$ cat src/rtl/pcs_tx_ordered_set_ctrl.sv
`default_nettype none
// pcs_tx_ordered_set_ctrl -- 1000BASE-X PCS transmit ordered-set sequencer (GMII to {K,octet}).
// Revision 1.0
module pcs_tx_ordered_set_ctrl #(
  parameter int CNT_W = 16
) (
  input  logic             clk,
  input  logic             reset,
  input  logic             TX_EN,
  input  logic             TX_ER,
  input  logic [7:0]       TXD,
  input  logic             rd_positive,
  output logic [8:0]       tx_code,
  output logic [2:0]       tx_o_set,
  output logic             tx_even,
  output logic [CNT_W-1:0] tx_frame_cnt
);

  localparam logic [8:0] C_K28_5 = 9'h1BC;
  localparam logic [8:0] C_D16_2 = 9'h050;
  localparam logic [8:0] C_D5_6  = 9'h0C5;
  localparam logic [8:0] C_S     = 9'h1FB;
  localparam logic [8:0] C_T     = 9'h1FD;
  localparam logic [8:0] C_R     = 9'h1F7;
  localparam logic [8:0] C_V     = 9'h1FE;

  localparam logic [2:0] C_OS_IDLE = 3'd0;
  localparam logic [2:0] C_OS_S    = 3'd1;
  localparam logic [2:0] C_OS_D    = 3'd2;
  localparam logic [2:0] C_OS_T    = 3'd3;
  localparam logic [2:0] C_OS_R    = 3'd4;
  localparam logic [2:0] C_OS_V    = 3'd5;

  typedef enum logic [2:0] {
    IDLE_K = 3'd0,
    IDLE_D = 3'd1,
    SOP    = 3'd2,
    DATA   = 3'd3,
    EOP_T  = 3'd4,
    EPD_R1 = 3'd5,
    EPD_R2 = 3'd6
  } state_t;

  state_t           state_q, state_d;
  logic [8:0]       code_q, code_d;
  logic [2:0]       oset_q, oset_d;
  logic             even_q;
  logic [CNT_W-1:0] cnt_q, cnt_d;

  // Outputs are computed for the state being entered, so they align with it.
  always_comb begin
    state_d = state_q;
    code_d  = C_K28_5;
    oset_d  = C_OS_IDLE;
    cnt_d   = cnt_q;

    unique case (state_q)
      IDLE_K: state_d = IDLE_D;
      IDLE_D: state_d = TX_EN ? SOP : IDLE_K;
      SOP:    state_d = TX_EN ? DATA : EOP_T;
      DATA:   state_d = TX_EN ? DATA : EOP_T;
      EOP_T:  state_d = EPD_R1;
      // A second /R/ is needed only when the first one sits on an even slot.
      EPD_R1: state_d = even_q ? EPD_R2 : IDLE_K;
      EPD_R2: state_d = IDLE_K;
      default: state_d = IDLE_K;
    endcase

    unique case (state_d)
      IDLE_K: begin code_d = C_K28_5; oset_d = C_OS_IDLE; end
      IDLE_D: begin code_d = rd_positive ? C_D5_6 : C_D16_2; oset_d = C_OS_IDLE; end
      SOP:    begin code_d = C_S; oset_d = C_OS_S; end
      DATA: begin
        if (TX_ER) begin
          code_d = C_V;
          oset_d = C_OS_V;
        end else begin
          code_d = {1'b0, TXD};
          oset_d = C_OS_D;
        end
      end
      EOP_T:  begin code_d = C_T; oset_d = C_OS_T; end
      EPD_R1: begin code_d = C_R; oset_d = C_OS_R; end
      EPD_R2: begin code_d = C_R; oset_d = C_OS_R; end
      default: begin code_d = C_K28_5; oset_d = C_OS_IDLE; end
    endcase

    if ((state_d == EOP_T) && (state_q != EOP_T) && (cnt_q != {CNT_W{1'b1}})) begin
      cnt_d = cnt_q + 1'b1;
    end
  end

  always_ff @(posedge clk) begin
    if (!reset) begin
      state_q <= IDLE_K;
      code_q  <= C_K28_5;
      oset_q  <= C_OS_IDLE;
      even_q  <= 1'b1;
      cnt_q   <= '0;
    end else begin
      state_q <= state_d;
      code_q  <= code_d;
      oset_q  <= oset_d;
      even_q  <= ~even_q;
      cnt_q   <= cnt_d;
    end
  end

  assign tx_code      = code_q;
  assign tx_o_set     = oset_q;
  assign tx_even      = even_q;
  assign tx_frame_cnt = cnt_q;

endmodule
`default_nettype wire
$ cat config.mk
export PLATFORM = sky130hd
export DESIGN_NAME = pcs_tx_ordered_set_ctrl
export DESIGN_NICKNAME = d
export VERILOG_FILES = /design/src/rtl/pcs_tx_ordered_set_ctrl.sv
export SDC_FILE = /design/constraint.sdc
export NUM_CORES = 1
export LEC_CHECK = 0
export BUFFER_PORTS_ARGS = -buffer_cell sky130_fd_sc_hd__buf_4
export CAP_MARGIN = 20
export CELL_PAD_IN_SITES_DETAIL_PLACEMENT = 1
export CELL_PAD_IN_SITES_GLOBAL_PLACEMENT = 2
export CORE_AREA = 4 4 76 78
export DETAILED_ROUTE_END_ITERATION = 10
export DIE_AREA = 0 0 80 82
export HOLD_SLACK_MARGIN = 0.12
export PLACE_DENSITY_LB_ADDON = 0.1
export SLEW_MARGIN = 20
export SYNTH_ARGS = -nofsm -noshare
export SYNTH_HDL_FRONTEND = slang
export SYNTH_SLANG_ARGS = --single-unit
export TNS_END_PERCENT = 10
$ cat constraint.sdc
create_clock -name clk -period 3.3 [get_ports clk]
set_clock_uncertainty 0.2 [all_clocks]
set_input_delay 0.495 -clock clk [delete_from_list [all_inputs] [get_ports clk]]
set_output_delay 0.495 -clock clk [all_outputs]
set_load 0.005 [all_outputs]
## Word-level counts from Yosys, hierarchy flattened

Cells that the tools add are included.

| cells by class | value |
|---|---|
| reduce and logical (&&, ||, !) cells | 5 |
| add/sub/neg operators | 1 |
| muxes and demuxes | 9 |
| equal/unequal tests | 13 |
| bitwise gates (word level) | 1 |

Operators by type and width:

| operator | count |
|---|---|
| $pmux 9 s5 | 1 |
| $add 16x1->16 const B | 1 |
| $ne 16x16->1 const B | 1 |
| $eq 3x3->1 const B | 5 |
| $pmux 3 s5 | 1 |
| $eq 3x2->1 const B | 4 |
| $pmux 3 s4 | 1 |
| $mux 3 | 3 |
| $mux 9 | 1 |
| $mux 8 | 1 |
| $eq 3x1->1 const B | 2 |
| $reduce_or 2->1 | 2 |
| $logic_not 3->1 | 1 |
| $ne 3x3->1 const B | 1 |
| $logic_and 1x1->1 | 2 |
| $mux 2 | 1 |
| $not 1->1 | 1 |

| storage, ports and cells | value |
|---|---|
| bits of input ports | 13 |
| flip-flop bits (word level) | 32 |
| word-level logic and storage cells | 34 |
| output and inout bits | 29 |

## Depth between registers and ports, before layout

Gate-level depths: netlist of the first run.

| depth | value |
|---|---|
| depth after elaboration | 6 |
| mapped depth | 6 |
| gate-level depth less buffers | 5 |

## Worst setup path before layout of the first run

OpenSTA, ideal clock, no wires.

| timing path | value |
|---|---|
| path kind | register to register |
| from | reg cnt_q[0], in the netlist tx_frame_cnt[0] |
| to | reg cnt_q[8], in the netlist tx_frame_cnt[8] |
| required time | 2.973 ns |
| buffers on the path | 0 |
| cell stages (with the launch flop) | 6 |
| setup time | 0.127 ns |
| slack | 1.511 ns |
| period minus slack after synthesis | 1.789 ns |
| arrival time | 1.462 ns |
| cell sequence | dfxtp_1 -> ha_1 -> nand2_1 -> nor4_2 -> a211oi_1 -> mux2i_1 |

| on the way | value |
|---|---|
| cells in the longest elaborated chain, start to end | 2 |
| elaborated cells on any way between the ends | 3 |
| classes of those cells | add/sub (1); eq/ne (1); reduce/logical (1) |

RTL lines:

| element | RTL line | RTL |
|---|---|---|
| from (decl) | 48 | `logic [CNT_W-1:0] cnt_q, cnt_d;` |
| from (signal assigned) | 105 | `cnt_q <= cnt_d;` |
| branches (longest 2 deep; another with $add 16x1->16) | n/a |  |

Parallel ways; which one is timed is not known.
A chain may end at the register's enable or synchronous reset.

## Worst setup path after layout of the first run

| timing path | value |
|---|---|
| from | reg state_q[1] |
| to | reg cnt_q[14], in the netlist tx_frame_cnt[14] |

| on the way | value |
|---|---|
| cells in the longest elaborated chain, start to end | 6 |
| elaborated cells on any way between the ends | 12 |
| classes of those cells | eq/ne (7); mux (1); reduce/logical (4) |

RTL lines:

| element | RTL line | RTL |
|---|---|---|
| from (decl) | 44 | `state_t state_q, state_d;` |
| from (signal assigned) | 101 | `state_q <= state_d;` |
| $eq 3x2->1 | 57 | `unique case (state_q)` |
| $reduce_or 2->1 (no source line) | n/a |  |
| $pmux 3 s5 | 57 |  |
| $eq 3x3->1 | 88 | `if ((state_d == EOP_T) && (state_q != EOP_T) && (cnt_q != {CNT_W{1'b1}})) begin` |
| $logic_and 1x1->1 * (2 in a row) | 88 |  |

Mark *: on every way between the ends. The rest lies on a longest branch, timed or not.

==> run metrics, run 1 <==
cts bufs inserted=5; relative slew slack=0.540; H-tree Lvls=2; Core Rows=26; effective utilization at floorplan=0.312; clock sinks=32; Layout Cells excl Fill=slightly below 300; initial antenna violation count=0; FILL cells=627; final hold slack=0.229 ns; largest net degree at the start of global routing=18; Post-synth top flop=dfxtp_1; CP Data Arrival Time=between 2 and 2.5 ns; Post-Synthesis Cell Area=1580 um2; Final Hold Vio Count=0; Final TNS setup=0 ns; first-pass GRT wire length=about 7.5 mm; die area=6560 um2; Reg clk slew, reported paths=0.07 ns; Hold Crit Endpoint=tx_even; VDD IR max=0.163 mV; post-CTS sizing=0; Critical R2R Launch=state_q[1]; largest cells by area after synthesis=dfxtp_1 (40%), a21oi_1 (5.4%), o31ai_1 (3.8%); via count=1504; clock tree buffer depth=2; initial DRC count=70; DP Cell Count=282; CP max FO=13; Startpoint Class=flop; chip width=approximately 80 um; CP endpoint kind=flop; Die Ht=82 um; hold_buf cts=0; worst reg2reg endpoint=tx_frame_cnt[14]; routed len/inst=between 15 and 20 um; Gate Count Post-Synth=between 150 and 200; register area share after synthesis=0.405; Max Cap Viol=0; Layout Cell Area excl Fill=2020 um2; detailed-placement wirelength estimate=3.45 mm; ANT nets after route=0; GRT Total Usage=0.147; reg2reg setup slack=1.17 ns; core area=5070 um2; Via density=5.19; Yosys top cell area share=0.405; Worst-Skew Late Latency=0.28 ns; global route total overflow=0; Achievable Freq=470 MHz; Hold Crit Depth=1; Synth area leader=dfxtp_1; area grow syn2layout=27.4%; post-synth cell types=45; Slew Limit Fails=0; Tightest Hold Check Type=flop to flop; post-synth net total=195; dpl ws=0.873 ns; Total Nets Final=~230; Avg Inst Size Synth=8.74 um2; PwrDens=405 nW/um2; critical path data required time=between 3 and 4 ns; #FFs+latches synth=32; Final Cycle Share=0.644; post-CTS setup buffer count=0; Cell Area, Placed=1910 um2; status=completed; placer congestion estimate=0.790; final setup margin=1.17 ns; worst r2r path cells=4; Pwr Total=0.816 mW; RSZ-0062 raised after global routing=no; P_leak=just under 0.8 nW; DR pass1 iterations=4; fin crit period=about 2.1 ns; I/O pin total=42; Util after Layout=0.397; Post-synth ARST share=0; ANT cells=0; vias in the first global route=1544; CTS tree=built; share of layout cells above drive strength 1=0.273; Worst-Margin Slew=0.685 ns; Min-Delay Startpoint=tx_even; drt drc=0; Port Buf Inserts=41; Post-synth EDFFs=0; Root Buffer=clkbuf_8; Setup CP Type=flop to flop; number of synthesis warnings=0; Routed WL=between 4 and 5 mm; Setup Viol. Count Final=0
cell type report:
| class | instances | area [um2] | share of cell area |
|---|---|---|---|
| multi-input combinational | 131 | 857 | 0.425 |
| sequential | 32 | 641 | 0.318 |
| timing repair buffer | 41 | 308 | 0.153 |
| tap | 70 | 87.6 | 0.0435 |
| clock buffer | 6 | 82.6 | 0.0410 |
| inverter | 8 | 30.0 | 0.0149 |
| clock inverter | 2 | 10.0 | 0.00497 |
kinds of logic after synthesis:
kind of cell / Yosys count / synth area share
buffers and inverters: 18 / 0.0593
and+or+nand+nor: 80 / 0.320
muxes: 3 / 0.0190
AOI/OAI and AO/OA: 47 / 0.189
adders and majority gates: 1 / 0.00790
DFF: 32 / 0.405
worst max path at each step:
| stage | to | depth (start not counted) | from |
|---|---|---|---|
| finish | tx_frame_cnt[14] | 4 | state_q[1] |
| global route | tx_frame_cnt[8] | 5 | tx_frame_cnt[0] |
| CTS | tx_frame_cnt[9] | 5 | tx_frame_cnt[0] |
| detailed placement | tx_frame_cnt[0] | 5 | tx_frame_cnt[0] |
| global placement | tx_frame_cnt[3] | 5 | tx_frame_cnt[0] |
| floorplan | tx_frame_cnt[8] | 5 | tx_frame_cnt[0] |
cell usage after synthesis, types with 2 or more instances:
cell       n
inv_1      6
dfxtp_1   32
nor3_1     2
nand2_1   15
o41ai_1    3
o21ai_0    4
nand2b_1   5
and3_1     4
nor2_1    12
o31ai_1    8
o211ai_1   3
a31oi_1    2
nand4_2    2
nor4_2     2
mux2i_1    3
or4_1      8
or3_1      5
o21ai_1    3
nand3_1    8
nor2b_1    2
a211oi_1   3
clkbuf_1   4
buf_2      3
nand4_1    3
a21oi_1   17
buf_6      3
flip-flops by register name, indices dropped and copies added, names as in the netlist:
signal,flops
tx_frame_cnt,16
tx_code,9
state_q,3
tx_o_set,3
tx_even,1
where the power goes:
part	leakage [nW]	total, mW	switching, mW	internal, mW
combinational	0.466	0.0903	0.0469	0.0434
sequential	0.261	0.414	0.0106	0.403
clock	0.0510	0.312	0.146	0.166
worst max-delay path: stages, from the launching register on:
cell and delay [ns]:
dfxtp_1 0.56, nor3b_4 0.43, nand4_4 0.20, or4_1 0.50
a21oi_1 0.15
layout by cell type, fill, tap and decap left out, drive strengths merged, types with 4 or more instances in the layout:
cell,Yosys,final
dfxtp,32,32
nor2,12,12
buf,6,41
or3,5,5
nand2b,5,5
nand3,8,8
clkbuf,4,6
or4,8,8
o31ai,8,8
nand4,6,6
a21oi,17,17
inv,7,7
nand2,16,16
and3,4,4
o21ai,7,7
per-layer routing:
layer,up-vias,global-route usage,part of all wire
met4,0,0.0541,0.014
met1,719,0.168,0.43
met2,29,0.266,0.52
met5,-,0,0
met3,6,0.0362,0.039
li1,750,-,-
No activity file was read; power rests on OpenSTA's default activity.
==> inputs of run 2 (changes only) <==
- CORE_AREA: 4 4 76 78 -> 4 4 78 80
- DIE_AREA: 0 0 80 82 -> 0 0 82 84
- clock period: 3.3 -> 2 ns (I/O delays scaled with it)
==> run metrics, run 2 (synthesized netlist as in run 1, its figures left out) <==
placer congestion estimate=0.768 (was 0.790); fin crit period=1.85 ns (was 2.13 ns); final hold slack=0.122 ns (was 0.229 ns); status=completed (unchanged); DP Cell Count=298 (was 282); reg2reg setup slack=0.15 ns (was 1.17 ns); post-CTS setup buffer count=0 (unchanged); Final TNS setup=0 ns (unchanged); Max stage delay on crit path=0.53 ns (was 0.56 ns); clock tree buffer depth=2 (unchanged); Hold Crit Depth=3 (was 1); Min-Delay Startpoint=TX_ER (was tx_even); Largest register FFs=16 (unchanged); Startpoint Class=flop (unchanged); CP Data Arrival Time=1.87 ns (was 2.12 ns); Routed WL=4.85 mm (was 4.53 mm); H-tree Lvls=2 (unchanged); Root Buffer=clkbuf_8 (unchanged); Port Buf Inserts=41 (unchanged); clock sinks=32 (unchanged); via count=1606 (was 1504); Achievable Freq=539 MHz (was 470 MHz); Core Rows=27 (was 26); critical path data required time=2.01 ns (was 3.30 ns); detailed-placement wirelength estimate=3.72 mm (was 3.45 mm); Worst-Skew Late Latency=0.28 ns (about the same); P_leak=0.867 nW (was 0.778 nW); RSZ-0062 raised after global routing=no (unchanged); Setup CP Type=flop to flop (unchanged); Pwr Total=1.47 mW (was 0.816 mW); Tightest Hold Check Type=input port to flop (was flop to flop); Slew Limit Fails=0 (unchanged); critical path's slowest cell=or4_1 (was dfxtp_1); Die Ht=84 um (was 82 um); CTS tree=built (unchanged); Via density=5.15 (was 5.19); Top delay family on crit path=simple AND/OR/NAND/NOR gates (unchanged); vias in the first global route=1686 (was 1544); commonest cells after routing, fill and taps aside=buf_4 (55), dfxtp_1 (32), a21oi_1 (17) (was buf_4 (41), dfxtp_1 (32), a21oi_1 (17)); Max Cap Viol=0 (unchanged); Buf/Inv on CP=0 (unchanged); relative slew slack=0.662 (was 0.540); routed len/inst=15.5 um (was 15.6 um); worst path cell trace=and2b_4, nand2_4, or4_1, a21oi_1 (was nor3b_4, nand4_4, or4_1, a21oi_1); Layout Cells excl Fill=312 (was 290); core area=5410 um2 (was 5070 um2); PwrDens=670 nW/um2 (was 405 nW/um2); Critical R2R Launch=state_q[2] (was state_q[1]); most common cell after layout, fill and taps aside=buf_4 (unchanged); CP max FO=14 (was 13); global route total overflow=0 (unchanged); ANT nets after route=0 (unchanged); effective utilization at floorplan=0.293 (was 0.312); Final Cycle Share=0.927 (was 0.644); DR pass1 iterations=4 (unchanged); I/O pin total=42 (unchanged); worst r2r path cells=4 (unchanged); VDD IR max=0.372 mV (was 0.163 mV); Total Nets Final=253 (was 233); share of layout cells above drive strength 1=0.313 (was 0.273); Hold Crit Endpoint=tx_code[7] (was tx_even); worst reg2reg endpoint=tx_frame_cnt[9] (was tx_frame_cnt[14]); Reg clk slew, reported paths=0.07 ns (about the same); initial DRC count=71 (was 70); Worst-Margin Slew=0.503 ns (was 0.685 ns); ANT cells=0 (unchanged); area grow syn2layout=39.1% (was 27.4%); GRT Total Usage=0.151 (was 0.147); drt drc=0 (unchanged); Final Hold Vio Count=0 (unchanged); cts bufs inserted=5 (unchanged); largest net degree at the start of global routing=18 (unchanged); die area=6890 um2 (was 6560 um2); chip width=82 um (was 80 um); initial antenna violation count=0 (unchanged); Setup Viol. Count Final=0 (unchanged); first-pass GRT wire length=8.16 mm (was 7.53 mm); CP endpoint kind=flop (unchanged)
==> run 2: repair_timing <==
item,CTS,global route
setup endpoints to repair,0,6
gates resized for setup,0,5
hold buffers,6,0
hold endpoints to repair,6,0
==> run 2: layout make-up <==
cell class                 count  area (um2)
clock buffer                   6        72.6
clock inverter                 2        35.0
fill                         662        3200
inverter                       8        30.0
multi-input combinational    131         860
sequential                    32         641
tap                           72        90.1
timing repair buffer          61         473
==> run 2: metal layers <==
layer,routed length (um),track usage,part of all wire,vias to the layer above
met5,0,0,0,-
met4,57,0.0408,0.012,0
met3,187,0.0346,0.039,6
met2,2390,0.249,0.49,30
met1,2210,0.194,0.46,779
li1,-,-,-,791
==> run 2: report_power, final <==
part	internal, mW	switching (mW)
logic	0.0934	0.0886
clock network	0.370	0.244
registers	0.665	0.0134
==> run 2: through the flow <==
step,worst slack (ns),util,instance area [um2]
final,0.146,0.407,2200
after global placement,0.118,0.374,2020
after global routing,0.0140,0.407,2200
after floorplan,0.211,-,1580
after CTS,0.0644,0.405,2190
after detailed placement,0.0830,0.374,2020
==> run 2: worst register-to-register path, delay by kind of cell (launching register included) <==
family | cells | cell delay, ns
AOI/OAI and AO/OA | 1 | 0.17
DFF | 1 | 0.40
and+or+nand+nor | 3 | 1.02
==> run 2: worst max-delay path by stage <==
stage | from | end | cells past startpoint
2_1_floorplan | tx_frame_cnt[0] | tx_frame_cnt[8] | 5
3_3_place_gp | tx_frame_cnt[3] | tx_frame_cnt[14] | 4
3_5_place_dp | tx_frame_cnt[3] | tx_frame_cnt[13] | 4
4_1_cts | state_q[2] | tx_frame_cnt[9] | 4
5_1_grt | reset | tx_code[7] | 6
6_report | state_q[2] | tx_frame_cnt[9] | 4
